### src/rtl/reservoir_mac.sv
// reservoir_mac: sequential signed multiply-accumulate over one reservoir row.
// One multiplier is time-shared over reservoir_size cycles; the result leaves
// with a one-cycle valid pulse.
// Optional feature: define RESERVOIR_MAC_SATURATE_EN to clamp the accumulator
// on signed overflow and report it on oSat (otherwise wrap-around, oSat = 0).
module reservoir_mac #(
   parameter int unsigned weight_size    = 32,
   parameter int unsigned state_size     = 32,
   parameter int unsigned reservoir_size = 3,
   parameter int unsigned acc_size       = 64
) (
   input  logic                                   iClk,
   input  logic                                   iReset,
   input  logic                                   iStart,
   input  logic [weight_size*reservoir_size-1:0]  iWeights,
   input  logic [state_size*reservoir_size-1:0]   iStates,
   output logic                                   oBusy,
   output logic                                   oValid,
   output logic [acc_size-1:0]                    oResult,
   output logic                                   oSat
);

   localparam int unsigned prod_size = weight_size + state_size;
   localparam int unsigned idx_w     = (reservoir_size > 1) ? $clog2(reservoir_size) : 1;
   localparam logic [idx_w-1:0] last_idx = idx_w'(reservoir_size - 1);

   typedef enum logic [0:0] {StIdle, StRun} state_t;

   state_t state_q, state_d;

   logic [weight_size*reservoir_size-1:0] w_q;
   logic [state_size*reservoir_size-1:0]  s_q;
   logic [idx_w-1:0]                      idx_q;
   logic signed [acc_size-1:0]            acc_q;
   logic [acc_size-1:0]                   result_q;
   logic                                  valid_q;

   logic                                  load;
   logic                                  step;
   logic                                  done;

   logic signed [weight_size-1:0]         w_sel;
   logic signed [state_size-1:0]          s_sel;
   logic signed [prod_size-1:0]           w_ext;
   logic signed [prod_size-1:0]           s_ext;
   logic signed [prod_size-1:0]           prod;
   logic signed [acc_size-1:0]            prod_ext;
   logic signed [acc_size-1:0]            sum;
   logic signed [acc_size-1:0]            acc_next;

`ifdef RESERVOIR_MAC_SATURATE_EN
   localparam logic [acc_size-1:0] acc_max = {1'b0, {(acc_size-1){1'b1}}};
   localparam logic [acc_size-1:0] acc_min = {1'b1, {(acc_size-1){1'b0}}};
   logic sat_q;
   logic osat_q;
   logic sat_next;
   logic ovf;
`endif

   // Next-state and control decode for the IDLE/RUN sequencer
   always_comb begin
      state_d = state_q;
      load    = 1'b0;
      step    = 1'b0;
      done    = 1'b0;
      unique case (state_q)
         StIdle: begin
            if (iStart) begin
               load    = 1'b1;
               state_d = StRun;
            end
         end
         StRun: begin
            step = 1'b1;
            if (idx_q == last_idx) begin
               done    = 1'b1;
               state_d = StIdle;
            end
         end
      endcase
   end

   // Element select, full-width signed product and accumulate step
   always_comb begin
      w_sel = '0;
      s_sel = '0;
      for (int j = 0; j < int'(reservoir_size); j++) begin
         if (idx_q == idx_w'(j)) begin
            w_sel = w_q[j*weight_size +: weight_size];
            s_sel = s_q[j*state_size +: state_size];
         end
      end
      w_ext    = prod_size'(w_sel);
      s_ext    = prod_size'(s_sel);
      prod     = w_ext * s_ext;
      prod_ext = acc_size'(prod);
      sum      = acc_q + prod_ext;
`ifdef RESERVOIR_MAC_SATURATE_EN
      // Overflow only when both operands share a sign the sum does not
      ovf      = (acc_q[acc_size-1] == prod_ext[acc_size-1]) &&
                 (sum[acc_size-1] != acc_q[acc_size-1]);
      acc_next = ovf ? (acc_q[acc_size-1] ? acc_min : acc_max) : sum;
      sat_next = sat_q | ovf;
`else
      acc_next = sum;
`endif
   end

   // State register
   always_ff @(posedge iClk or posedge iReset) begin
      if (iReset) begin
         state_q <= StIdle;
      end else begin
         state_q <= state_d;
      end
   end

   // Operand latch, accumulator, index and result registers
   always_ff @(posedge iClk or posedge iReset) begin
      if (iReset) begin
         w_q      <= '0;
         s_q      <= '0;
         idx_q    <= '0;
         acc_q    <= '0;
         result_q <= '0;
         valid_q  <= 1'b0;
`ifdef RESERVOIR_MAC_SATURATE_EN
         sat_q    <= 1'b0;
         osat_q   <= 1'b0;
`endif
      end else begin
         valid_q <= 1'b0;
         if (load) begin
            w_q   <= iWeights;
            s_q   <= iStates;
            idx_q <= '0;
            acc_q <= '0;
`ifdef RESERVOIR_MAC_SATURATE_EN
            sat_q <= 1'b0;
`endif
         end
         if (step) begin
            acc_q <= acc_next;
            idx_q <= idx_q + 1'b1;
`ifdef RESERVOIR_MAC_SATURATE_EN
            sat_q <= sat_next;
`endif
         end
         if (done) begin
            result_q <= acc_next;
            valid_q  <= 1'b1;
`ifdef RESERVOIR_MAC_SATURATE_EN
            osat_q   <= sat_next;
`endif
         end
      end
   end

   assign oBusy   = (state_q == StRun);
   assign oValid  = valid_q;
   assign oResult = result_q;
`ifdef RESERVOIR_MAC_SATURATE_EN
   assign oSat    = osat_q;
`else
   assign oSat    = 1'b0;
`endif

endmodule
### config.mk
export PLATFORM = sky130hd
export DESIGN_NAME = reservoir_mac
export DESIGN_NICKNAME = d
export VERILOG_FILES = /design/src/rtl/reservoir_mac.sv
export SDC_FILE = /design/constraint.sdc
export NUM_CORES = 2
export LEC_CHECK = 0
export BUFFER_PORTS_ARGS = -buffer_cell sky130_fd_sc_hd__buf_2
export CAP_MARGIN = 20
export CORE_ASPECT_RATIO = 1.1
export CORE_MARGIN = 2
export CORE_UTILIZATION = 33
export CTS_CLUSTER_DIAMETER = 100
export DETAILED_ROUTE_END_ITERATION = 10
export PLACE_DENSITY_LB_ADDON = 0.12
export SETUP_SLACK_MARGIN = 0.4
export SYNTH_ARGS = -nofsm -noshare
export SYNTH_HDL_FRONTEND = slang
export SYNTH_SLANG_ARGS = --single-unit
### constraint.sdc
create_clock -name iClk -period 13.86 [get_ports iClk]
set_input_delay 2.079 -clock iClk [delete_from_list [all_inputs] [get_ports iClk]]
set_output_delay 2.079 -clock iClk [all_outputs]
set_load 0.01 [all_outputs]
After elaboration in Yosys (flattened, before gate mapping)
Cells that the tools add are included.
{ "classes": {"n_addsub": 2, "n_mul": 1, "div_mod_pow": 0, "n_lt_le_gt_ge": 0, "eq_ne": 2, "shifts": 0, "muxes": 18, "bitwise_logic": 1, "reduce_logical": 2} }
{ "ops": {"columns": ["cell", "count"], "rows": [
  ["32-bit 2-to-1 mux", 6],
  ["64-bit 2-to-1 mux", 2],
  ["64-bit adder", 1],
  ["32-bit by 32-bit multiplier with 64-bit output", 1],
  ["1-bit 2-to-1 mux", 7],
  ["2-bit 2-to-1 mux", 2],
  ["2-bit by 1-bit adder with 2-bit output (second input constant)", 1],
  ["2-bit by 1-bit == test with 1-bit output (second input constant)", 1],
  ["2-bit == test (second input constant)", 1],
  ["2-bit logical NOT", 1],
  ["1-bit one-hot mux with 2 select lines", 1],
  ["2-bit nonzero test", 1],
  ["1-bit NOT", 1]
]} }
{ "totals": {"regBits": 324, "latchBits": 0, "mem_bits_rw": 0, "romBits": 0, "output_inout_bits": 67, "word_cells": 33, "n_memories": 0} }

Logic depth before layout (Yosys ltp)
{ "logic_depth": {"word_depth": 7, "mapped_depth": 39} }

Least setup slack after synthesis
Ideal clock, no wire load.
{ "synth_path": {"kind": "flip-flop to flip-flop", "start": "register idx_q[1]", "end": "register result_q[56], in the netlist oResult[56]", "setup_time_ns": 0.125, "arrival_time_ns": 9.764, "required_time_ns": 13.735, "setup_slack_ns": 3.971, "stages_incl_launch_ff": 34, "n_path_buf": 5, "synth_period_minus_slack_ns": 9.889, "path_cell_list": "dfrtp_1 -> inv_1 -> ha_1 -> clkbuf_1 -> clkbuf_1 -> clkbuf_1 -> a21oi_1 -> o21ai_1 -> clkbuf_1 -> nand2_1 -> fa_1 -> fa_1 -> inv_1 -> fa_1 -> inv_1 -> fa_1 -> inv_1 -> fa_1 -> fa_1 -> fa_1 -> inv_1 -> fa_1 -> inv_1 -> ha_1 -> buf_2 -> and3_1 -> nand2_1 -> or3_1 -> a2111oi_1 -> o31a_1 -> o21ai_2 -> a41o_1 -> xnor2_1 -> mux2_4"} }
{ "synth_via": {"elab_chain_cells": 6, "elab_cells_between_ends": 13, "cone_classes": "1 x add/sub; 1 x mul; 2 x eq/ne; 8 x mux; 1 x reduce/logical"} }
{ "synth_lines": {"columns": ["item", "line_no", "text"], "rows": [
  ["from (decl)", "33", "logic [idx_w-1:0] idx_q;"],
  ["from (signal assigned)", "144", "idx_q <= idx_q + 1'b1;"],
  ["2-bit logical NOT", "88", "if (idx_q == idx_w'(j)) begin"],
  ["32-bit 2-to-1 mux (3 in a row)", "88", null],
  ["32-bit by 32-bit multiplier with 64-bit output", "95", "prod = w_ext * s_ext;"],
  ["64-bit adder", "97", "sum = acc_q + prod_ext;"],
  ["to (signal assigned)", "150", "result_q <= acc_next;"],
  ["to (decl)", "35", "logic [acc_size-1:0] result_q;"]
]} }
Several ways; a longest one is shown, not always the timed one.
A chain may end at the register's enable or synchronous reset.

Worst setup path in the final report
Same ends and word-level chain as after synthesis.

==> reports/qor.tcl <==
set qor(syn_area_um2) 52800
set qor(final_common_cell) {inv_1}
set qor(max_slew.worst_pin.slew_ns) 1.16
set qor(root_buffer) {clkbuf_16}
set qor(finalCritPeriodShare_pct) 82.1
set qor(grt_first_pass_wirelength_mm) 285
set qor(die_width_um) 385
set qor(grt_setup_unrepaired) {false}
set qor(floorplan.core_area_um2) 159000
set qor(setup.worst_path.end_class) {register}
set qor(startpoint_type) {register}
set qor(synth.area.top_cells) {fa_1 (46%), dfrtp_1 (15%), inv_1 (9.0%)}
set qor(prevailing_post_synth_register_cell) {dfrtp_1}
set qor(detail_route.wirelength_mm) 190
set qor(detail_route.drc_violations) 0
set qor(worst-endpoint-arrival_ns) 11.92
set qor(yosysSeqAreaShare_pct) 15.4
set qor(die-height_um) 423
set qor(r2r-start) {idx_q[1]$_DFFE_PP0P_}
set qor(max_freq_ghz) 0.0879
set qor(cts_resized) 0
set qor(starting_density_of_the_core_pct) 33.3
set qor(cts_post_setup_buffers_inserted) 0
set qor(worst-setup-path-type) {reg2reg}
set qor(clk_pin_slew_ns) 0.05
set qor(clock_insertion_delay_worst_skew_ns) 0.66
set qor(synth.avg_cell_area_um2) 9.51
set qor(grt_usage_pct) 24.0
set qor(slew_viol_final) 0
set qor(outcome) {completed}
set qor(cts_max_level) 2
set qor(yosysTopAreaCell) {fa_1}
set qor(layout-drive-gt1-share_pct) 12.5
set qor(layout_common_cells) {inv_1 (1256), fa_1 (1210), nand2_1 (870), nor2_1 (545), dfrtp_1 (323)}
set qor(r2r-end) {oResult[56]$_DFFE_PP0P_}
set qor(vias) 38723
set qor(ys_warn_count) 0
set qor(timing.critical_path.required_ns) 14.40
set qor(post-synth-top-area-fraction_pct) 45.9
set qor(globalRoute.totalOverflow) 0
set qor(cts-buffers-inserted) 44
set qor(start_point_of_the_worst_hold_path) {oResult[14]$_DFFE_PP0P_}
set qor(setup_viol_count_final) 0
set qor(grt_pass1_vias) 42969
set qor(floorplan.die_area_um2) 163000
set qor(drv_cap) 0
set qor(cts_tree) {yes}
set qor(per_cell_routed_wire_length_um) 24.2
set qor(placement.io_buffers) 260
set qor(worstHoldPathCells) 2
set qor(top_level_ports) 262
set qor(slowest_stage) {a2111oi_1}
set qor(timing.setup.tns_ns) 0
set qor(tightest_hold_margin_ns) 0.463
set qor(slew_headroom_pct) 22.9
set qor(final.min_clock_period_ns) 11.38
set qor(postSynthCellCount) 5550
set qor(whs_endpoint) {oResult[14]$_DFFE_PP0P_}
set qor(area_growth_pct) 10.6
set qor(timing.final.hold_violations) 0
set qor(std_cell_rows) 153
set qor(cts_sinks) 324
set qor(worst_hold_path_class) {reg2reg}
set qor(route.detailed.vias_per_inst) 4.94
set qor(ctsLongestPathBuffers) 3
set qor(yosys.cell_types.count) 71
set qor(initial_antenna_violation_count) 16
set qor(ff2ff_setup_slack_ns) 2.48
set qor(nets) 7323
set qor(dr.pass1.iters) 5
set qor(post_cts_hold_buffer_count) 0
set qor(synth_net_count) 7176
set qor(r2r.worst_path.cells) 35
set qor(postSynthRegisterBits) 324
set qor(critical_path_peak_fanout) 56
set qor(drt_iter0_markers) 2235
set qor(ant_nets) 0
set qor(detailedPlacementHpwl_mm) 153
set qor(max_stage_delay_ns) 0.96
set qor(finClkSkew_ns) 0.0370
set qor(synth-edff-count) 0
set qor(pin_count_of_the_biggest_net_entering_global_routing) 175
set qor(globalplace.congestion) 0.908
set qor(asyncSetResetFlopFracSynth_pct) 100
==> cells by family after synthesis <==
logic type | share of synthesized area (%)
and+or+nand+nor | 11.3
muxes | 4.40
buffers and inverters | 11.0
other | 0.00710
adders and majority gates | 51.1
AOI/OAI and AO/OA | 5.57
xor gates and xnor gates | 1.29
DFF | 15.4
==> critical path, delay by kind of cell, from the launching register on <==
family | cells | cell delay [ns]
multiplexers | 1 | 0.27
flip-flops | 1 | 0.40
adder cells (fa/ha/maj) | 10 | 5.02
XOR/XNOR | 1 | 0.15
AO/OA/AOI/OAI | 7 | 2.39
buffers and inverters | 12 | 2.30
AND/OR/NAND/NOR | 4 | 0.70
==> state kept, by name, summed over array words and instances (netlist names) <==
name / count
oResult: 64
w_q: 96
acc_q: 64
s_q: 96
oBusy: 1
idx_q: 2
oValid: 1
==> area by class of cell <==
class                           instances  area (um^2)
Fill cell                           16353       100000
Multi-Input combinational cell       3692        39100
Sequential cell                       324         8110
Inverter                             1261         4740
Tap cell                             2092         2620
Timing Repair Buffer                  374         2230
Clock buffer                           67         1310
Clock inverter                         13          235
Antenna cell                           12         30.0
==> per-layer routing <==
metal | track usage (%) | routed length, um | up-vias
met4 | 11.0 | 10500 | 0
li1 | - | - | 16644
met1 | 28.4 | 72100 | 20755
met5 | 0 | 0 | -
met2 | 43.1 | 98000 | 976
met3 | 3.05 | 8910 | 348
==> Yosys cell counts, types with 3 or more instances <==
library cell / count
a31oi_1: 10
nand4_1: 9
a22oi_1: 24
clkbuf_1: 239
inv_1: 1259
o22ai_1: 3
mux2_2: 205
buf_1: 28
o21ai_0: 52
o21ai_1: 56
or3_1: 4
nand3_1: 12
fa_1: 1210
o31ai_1: 50
nor2_1: 546
o21a_1: 57
dfrtp_1: 324
or2_2: 3
xor2_1: 24
a21oi_1: 108
ha_1: 221
xnor2_1: 54
and2_1: 17
a211oi_1: 7
a21oi_2: 3
a21o_1: 38
and3_1: 8
buf_2: 3
nor3_1: 18
nand2b_1: 16
a31o_2: 3
nand2_1: 872
o21bai_1: 9
nor4_1: 4
nor2b_1: 4
a22o_1: 3
==> worst max-delay path by stage <==
stage                                    start                      end  depth (start not counted)
after floorplan                         iReset     acc_q[0]$_DFFE_PP0P_                          1
after global placement    idx_q[1]$_DFFE_PP0P_  oResult[56]$_DFFE_PP0P_                         35
after detailed placement  idx_q[1]$_DFFE_PP0P_  oResult[57]$_DFFE_PP0P_                         30
after CTS                 idx_q[1]$_DFFE_PP0P_  oResult[57]$_DFFE_PP0P_                         30
after global routing      idx_q[1]$_DFFE_PP0P_  oResult[56]$_DFFE_PP0P_                         35
final                     idx_q[1]$_DFFE_PP0P_  oResult[56]$_DFFE_PP0P_                         35
==> metrics by stage <==
step           std cells  worst slack [ns]  instance area, um^2  util, %
6_report            7835              2.48                58400     36.8
5_1_grt             7828              1.86                58400     36.8
4_1_cts             7822              2.52                58300     36.8
3_5_place_dp        7742              2.52                56800     35.8
3_3_place_gp        7742              2.57                56800     35.8
2_1_floorplan       5550              2.81                52800        -
Power is left out: the tool's default activity adds up to more than one toggle a clock period on the data nets, which glitch-free logic cannot reach.
